`config.mk`:
```
export PLATFORM = sky130hd
export DESIGN_NAME = fir_fifo_uart_tx
export DESIGN_NICKNAME = d
export VERILOG_FILES = /design/src/rtl/fir_fifo_uart_tx.sv
export SDC_FILE = /design/constraint.sdc
export NUM_CORES = 1
export LEC_CHECK = 0
export CAP_MARGIN = 20
export CORE_ASPECT_RATIO = 1.4
export CORE_UTILIZATION = 53
export CTS_CLUSTER_DIAMETER = 80
export DETAILED_ROUTE_END_ITERATION = 8
export GPL_TIMING_DRIVEN = 0
export PLACE_DENSITY = 0.78
export SLEW_MARGIN = 5
export SYNTH_ARGS = -nofsm -noshare
export SYNTH_HDL_FRONTEND = slang
export SYNTH_SLANG_ARGS = --single-unit
```
`constraint.sdc`:
```
create_clock -name clk_100MHz_i -period 2.3 [get_ports clk_100MHz_i]
set_input_delay 0.46 -clock clk_100MHz_i [delete_from_list [all_inputs] [get_ports clk_100MHz_i]]
set_output_delay 0.46 -clock clk_100MHz_i [all_outputs]
set_load 0.02 [all_outputs]
```
`src/rtl/fir_fifo_uart_tx.sv`:
```
// Drains the FIR output FIFO on a send_i rising edge and sends each 16-bit word over a UART, high byte first.
// Optional macro UART_TX_PARITY_EN adds an even-parity bit (8E1); otherwise frames are 8N1.
module fir_fifo_uart_tx #(
  parameter int CLK_FREQ = 100_000_000,
  parameter int BAUD     = 115200,
  parameter int DATA_W   = 16
) (
  input  logic              clk_100MHz_i,
  input  logic              rst_i,
  input  logic              send_i,
  input  logic              empty_i,
  input  logic [DATA_W-1:0] data_i,
  output logic              rd_o,
  output logic              tx_o,
  output logic              busy_o,
  output logic              done_o
);
  localparam int DIV   = CLK_FREQ / BAUD;
  localparam int CNT_W = (DIV > 1) ? $clog2(DIV) : 1;
  localparam logic [CNT_W-1:0] BIT_LAST = CNT_W'(DIV - 1);

`ifdef UART_TX_PARITY_EN
  typedef enum logic [2:0] {IDLE, CHECK, READ, LATCH, START, DATA, PARITY, STOP} state_t;
`else
  typedef enum logic [2:0] {IDLE, CHECK, READ, LATCH, START, DATA, STOP} state_t;
`endif

  state_t            state_q, state_d;
  logic [CNT_W-1:0]  cnt_q, cnt_d;
  logic [2:0]        bit_q, bit_d;
  logic [DATA_W-1:0] hold_q, hold_d;
  logic              hi_q, hi_d;
  logic              send_q;
  logic              tx_q, tx_d;
  logic              rd_q, rd_d;
  logic              busy_q, busy_d;
  logic              done_q, done_d;
  logic [7:0]        byte_cur;
  logic [2:0]        bit_nxt;
  logic              bit_end;

  assign byte_cur = hi_q ? hold_q[15:8] : hold_q[7:0];
  assign bit_nxt  = bit_q + 3'd1;
  assign bit_end  = (cnt_q == BIT_LAST);

  always_comb begin
    state_d = state_q;
    cnt_d   = '0;
    bit_d   = bit_q;
    hold_d  = hold_q;
    hi_d    = hi_q;
    tx_d    = tx_q;
    rd_d    = 1'b0;
    busy_d  = busy_q;
    done_d  = 1'b0;
    unique case (state_q)
      IDLE: begin
        tx_d = 1'b1;
        if (send_i && !send_q) begin
          state_d = CHECK;
          busy_d  = 1'b1;
        end
      end
      CHECK: begin
        if (!empty_i) begin
          state_d = READ;
          rd_d    = 1'b1;
        end else begin
          state_d = IDLE;
          done_d  = 1'b1;
          busy_d  = 1'b0;
        end
      end
      READ: state_d = LATCH;
      // FIFO data is valid the cycle after the read strobe
      LATCH: begin
        hold_d  = data_i;
        hi_d    = 1'b1;
        state_d = START;
        tx_d    = 1'b0;
      end
      START: begin
        cnt_d = bit_end ? '0 : cnt_q + 1'b1;
        if (bit_end) begin
          state_d = DATA;
          bit_d   = 3'd0;
          tx_d    = byte_cur[0];
        end
      end
      DATA: begin
        cnt_d = bit_end ? '0 : cnt_q + 1'b1;
        if (bit_end) begin
          if (bit_q == 3'd7) begin
`ifdef UART_TX_PARITY_EN
            state_d = PARITY;
            tx_d    = ^byte_cur;
`else
            state_d = STOP;
            tx_d    = 1'b1;
`endif
          end else begin
            bit_d = bit_nxt;
            tx_d  = byte_cur[bit_nxt];
          end
        end
      end
`ifdef UART_TX_PARITY_EN
      PARITY: begin
        cnt_d = bit_end ? '0 : cnt_q + 1'b1;
        if (bit_end) begin
          state_d = STOP;
          tx_d    = 1'b1;
        end
      end
`endif
      // high byte rolls straight into the low byte's start bit
      STOP: begin
        cnt_d = bit_end ? '0 : cnt_q + 1'b1;
        if (bit_end) begin
          if (hi_q) begin
            hi_d    = 1'b0;
            state_d = START;
            tx_d    = 1'b0;
          end else begin
            state_d = CHECK;
            tx_d    = 1'b1;
          end
        end
      end
      default: begin
        state_d = IDLE;
        tx_d    = 1'b1;
      end
    endcase
  end

  always_ff @(posedge clk_100MHz_i) begin
    send_q <= send_i;
    if (rst_i) begin
      state_q <= IDLE;
      cnt_q   <= '0;
      bit_q   <= '0;
      hold_q  <= '0;
      hi_q    <= 1'b0;
      tx_q    <= 1'b1;
      rd_q    <= 1'b0;
      busy_q  <= 1'b0;
      done_q  <= 1'b0;
    end else begin
      state_q <= state_d;
      cnt_q   <= cnt_d;
      bit_q   <= bit_d;
      hold_q  <= hold_d;
      hi_q    <= hi_d;
      tx_q    <= tx_d;
      rd_q    <= rd_d;
      busy_q  <= busy_d;
      done_q  <= done_d;
    end
  end

  assign tx_o   = tx_q;
  assign rd_o   = rd_q;
  assign busy_o = busy_q;
  assign done_o = done_q;
endmodule
```
==> results of run 1 <==
==> stage by stage <==
| stage | std cells | instance area [sq um] | total power (W) | utilization (%) |
|---|---|---|---|---|
| 2_1_floorplan | 195 | 1720 | 0.000881 | - |
| 3_3_place_gp | 256 | 1980 | 0.000957 | 64.2 |
| 3_5_place_dp | 256 | 1980 | 0.000965 | 64.2 |
| 4_1_cts | 264 | 2090 | 0.00151 | 67.7 |
| 5_1_grt | 264 | 2090 | 0.00156 | 67.7 |
| 6_report | 264 | 2090 | 0.00151 | 67.7 |
==> cell type report <==
class / instances / area share, %
Buffer: 10 / 2.03
Inverter: 6 / 1.08
Timing Repair Buffer: 22 / 10.5
Sequential cell: 38 / 36.3
Clock buffer: 5 / 3.29
Multi-Input combinational cell: 141 / 42.5
Clock inverter: 3 / 1.91
Tap cell: 39 / 2.33
==> cells by family (layout without fill, tap and decap cells) <==
logic type	count (synthesis)	count (layout)	share of synthesized area, %
xor gates and xnor gates	8	8	4.08
buffers and inverters	16	46	3.79
adders and majority gates	3	3	2.19
DFF	38	38	44.3
AOI/OAI and AO/OA	38	38	14.2
and+or+nand+nor	83	83	23.9
muxes	9	9	7.51
==> worst max path at each step <==
stage / to / slack (ns) / cells after the start / start
6_report: tx_o / 0.06 / 4 / bit_q[0]
5_1_grt: tx_o / 0.02 / 4 / bit_q[0]
4_1_cts: tx_o / 0.03 / 4 / bit_q[0]
3_5_place_dp: tx_o / 0.07 / 4 / bit_q[0]
3_3_place_gp: tx_o / 0.19 / 4 / bit_q[0]
2_1_floorplan: tx_o / 0.43 / 4 / bit_q[0]
==> state kept, by name (all words and copies together) (netlist names) <==
register / flops
tx_o: 1
state_q: 3
hi_q: 1
done_o: 1
cnt_q: 10
hold_q: 16
busy_o: 1
bit_q: 3
send_q: 1
rd_o: 1
==> synthesized netlist by cell type (2+ instances only) <==
| master | instances | area (sq um) |
|---|---|---|
| sky130_fd_sc_hd__dfxtp_1 | 38 | 761 |
| sky130_fd_sc_hd__nand2_1 | 36 | 135 |
| sky130_fd_sc_hd__a21oi_1 | 23 | 115 |
| sky130_fd_sc_hd__nor2_1 | 18 | 67.6 |
| sky130_fd_sc_hd__inv_1 | 6 | 22.5 |
| sky130_fd_sc_hd__and3_1 | 5 | 31.3 |
| sky130_fd_sc_hd__clkbuf_1 | 5 | 18.8 |
| sky130_fd_sc_hd__mux2i_1 | 5 | 50.1 |
| sky130_fd_sc_hd__nand3_1 | 5 | 25.0 |
| sky130_fd_sc_hd__buf_2 | 4 | 20.0 |
| sky130_fd_sc_hd__nand2b_1 | 4 | 25.0 |
| sky130_fd_sc_hd__nor3_1 | 4 | 20.0 |
| sky130_fd_sc_hd__xnor2_1 | 4 | 35.0 |
| sky130_fd_sc_hd__xor2_1 | 4 | 35.0 |
| sky130_fd_sc_hd__ha_1 | 3 | 37.5 |
| sky130_fd_sc_hd__mux4_2 | 3 | 67.6 |
| sky130_fd_sc_hd__nand4_1 | 3 | 18.8 |
| sky130_fd_sc_hd__nor2b_1 | 3 | 18.8 |
| sky130_fd_sc_hd__o21ai_0 | 3 | 15.0 |
| sky130_fd_sc_hd__nand3b_1 | 2 | 15.0 |
| sky130_fd_sc_hd__o21ai_1 | 2 | 10.0 |
==> worst min-delay path, cell delays in order, from the launching register on <==
cell and delay, ns:
sky130_fd_sc_hd__dfxtp_1 0.31, sky130_fd_sc_hd__nand2_1 0.05, sky130_fd_sc_hd__a21oi_1 0.05
==> layer usage <==
layer / part of all wire [%] / track usage [%]
met3: 4.7 / 7.02
met1: 40 / 22.9
met2: 54 / 39.7
met5: 0 / 0
met4: 1.2 / 8.89
==> where the power goes <==
part | internal [W] | switching [W] | total (W)
clock | 0.000319 | 0.000235 | 0.000554
sequential | 0.000685 | 0.0000213 | 0.000706
combinational | 0.000106 | 0.000140 | 0.000246
==> run summary, run 1 <==
==========================================================================================
Worst hold-check path type .................................................. register to register
Combined flip-flop and latch cell area ......................................    761 sq um
Worst-path cell with the longest stage delay ................................ sky130_fd_sc_hd__a2111oi_0
Antenna Cells ...............................................................            0
Sinks on the clock net ......................................................           38
Crit path largest cell delay ................................................      0.59 ns
Die outline area ............................................................   3470 sq um
Kind of end point of the critical path ......................................     register
Cell-by-cell trace of the critical path ..................................... ha_1 -> mux4_2 -> a2111oi_0 -> o311ai_1
Initial antenna violation count .............................................            0
Filler cell count ...........................................................          254
Drt initial violations ......................................................           53
Gate count of the mapped netlist ............................................          195
Portion of the post-synthesis area used by sequential elements ..............        44.3%
Horizontal die dimension ....................................................      50.1 um
Htree depth .................................................................            2
GP Congestion ...............................................................        0.886
Count of buffering cells on the critical path with inverters included .......            0
Peak clock frequency supported by timing ....................................      446 MHz
Number of synthesized register bits .........................................           38
Skew final ..................................................................   0.00559 ns
HPWL after detailed placement ...............................................      2620 um
RSZ-0062 raised after global routing ........................................        false
Launch instance of the worst register-to-register path ......................     bit_q[0]
MaxCap Viol Count ...........................................................            0
Distinct cell type count after synthesis ....................................           36
Detailed-route via count ....................................................         1464
Most common cell after layout, fill and taps aside .......................... sky130_fd_sc_hd__dfxtp_1
Clock buffer depth ..........................................................            2
Root buffer selected by CTS ................................................. sky130_fd_sc_hd__clkbuf_8
Fraction of final layout cells with drive strength greater than 1 ...........        8.89%
Critical-path maximum fanout ................................................            7
Worst hold slack after final layout .........................................     0.455 ns
Total clock buffers created by CTS ..........................................            5
Slew @ Worst Pin ............................................................     0.583 ns
Total leakage power .........................................................     0.796 nW
Synthesized area divided by synthesized cell count ..........................   8.80 sq um
Top flip-flop cell by instance count after synthesis ........................ sky130_fd_sc_hd__dfxtp_1
Clock edge transition at the registers on the reported setup and hold paths .      0.08 ns
Least setup slack across all paths after layout .............................    0.0582 ns
Detail Route Antenna Nets ...................................................            0
DRC violation count after routing ...........................................            0
IO buf count ................................................................           22
Commonest non-fill, non-tap cells in the layout ............................. sky130_fd_sc_hd__dfxtp_1, sky130_fd_sc_hd__nand2_1, sky130_fd_sc_hd__a21oi_1
Synthesized netlist net count ...............................................          218
Hold Crit Start .............................................................   hold_q[11]
Number of setup buffers added after CTS .....................................            0
Top Ports ...................................................................           24
Pre-CTS setup slack .........................................................    0.0669 ns
Net count of the finished layout ............................................          247
Area overhead of the layout relative to synthesis ...........................        22.0%
Post-DR wirelength/cell .....................................................      13.4 um
Worst reg-to-reg path cell count ............................................            4
Number of core rows .........................................................           24
Family of cells with the greatest summed delay on the critical path ......... compound AO/OA/AOI/OAI gates
Cell depth of the worst min-delay path ......................................            2
Async set or reset register ratio after synthesis ...........................           0%
Worst endpoint data arrival time ............................................      2.40 ns
Pwr dens ....................................................................  720 nW/um^2
Via count of the first global-routing pass ..................................         1395
Final worst path period share ...............................................        97.5%
Netlist area before placement ...............................................   1720 sq um
Final setup violating endpoints .............................................            0
Worst-case register-to-register setup slack .................................      0.06 ns
Count of flip-flops with a built-in enable after synthesis ..................            0
Setup TNS ...................................................................         0 ns
Starting utilization of the core area .......................................        55.5%
First-pass detailed-route iteration total ...................................            4
Total congestion overflow ...................................................            0
Worst voltage drop across the vdd grid ......................................     0.722 mV
Multi-input gate area .......................................................    890 sq um
Nature of the critical path startpoint ......................................     register
Number of resized instances in the post-cts repair step .....................            0
Crit Path Class ............................................................. register to register
GR Util All Layers ..........................................................        22.1%
Final Max Tran Viols ........................................................            0
Minimum clock period after layout ...........................................      2.24 ns
TritonCTS clock tree ........................................................          yes
Height of the die ...........................................................      69.3 um
Detailed Route WL ...........................................................      3540 um
Run status ..................................................................    completed
Cts-stage hold buffer count .................................................            0
Placeable Area ..............................................................   3090 sq um
Required time at the endpoint of the critical path ..........................      2.46 ns
Global-route wire length before repair ......................................      5850 um
Clock Latency Late Sink .....................................................      0.29 ns
Via-to-Cell Ratio ...........................................................         5.55
Worst r2r dst ...............................................................         tx_o
Slew Limit Headroom .........................................................        60.1%
Number of synthesis warnings ................................................            0
Largest net degree at the start of global routing ...........................           13
Worst hold path endpoint ....................................................   hold_q[11]
Number of endpoints with negative hold slack in the final report ............            0
==========================================================================================
Power figures use the tool's default switching activity.
==> inputs of run 2 (changes only) <==
--- a/config.mk
+++ b/config.mk
@@ -10,6 +10,7 @@
 export CORE_UTILIZATION = 53
 export CTS_CLUSTER_DIAMETER = 80
 export DETAILED_ROUTE_END_ITERATION = 8
+export GPL_ROUTABILITY_DRIVEN = 0
 export GPL_TIMING_DRIVEN = 0
 export PLACE_DENSITY = 0.78
 export SLEW_MARGIN = 5
==> results of run 2 <==
The final DEF is identical to that of run 1; final timing and power are the same.
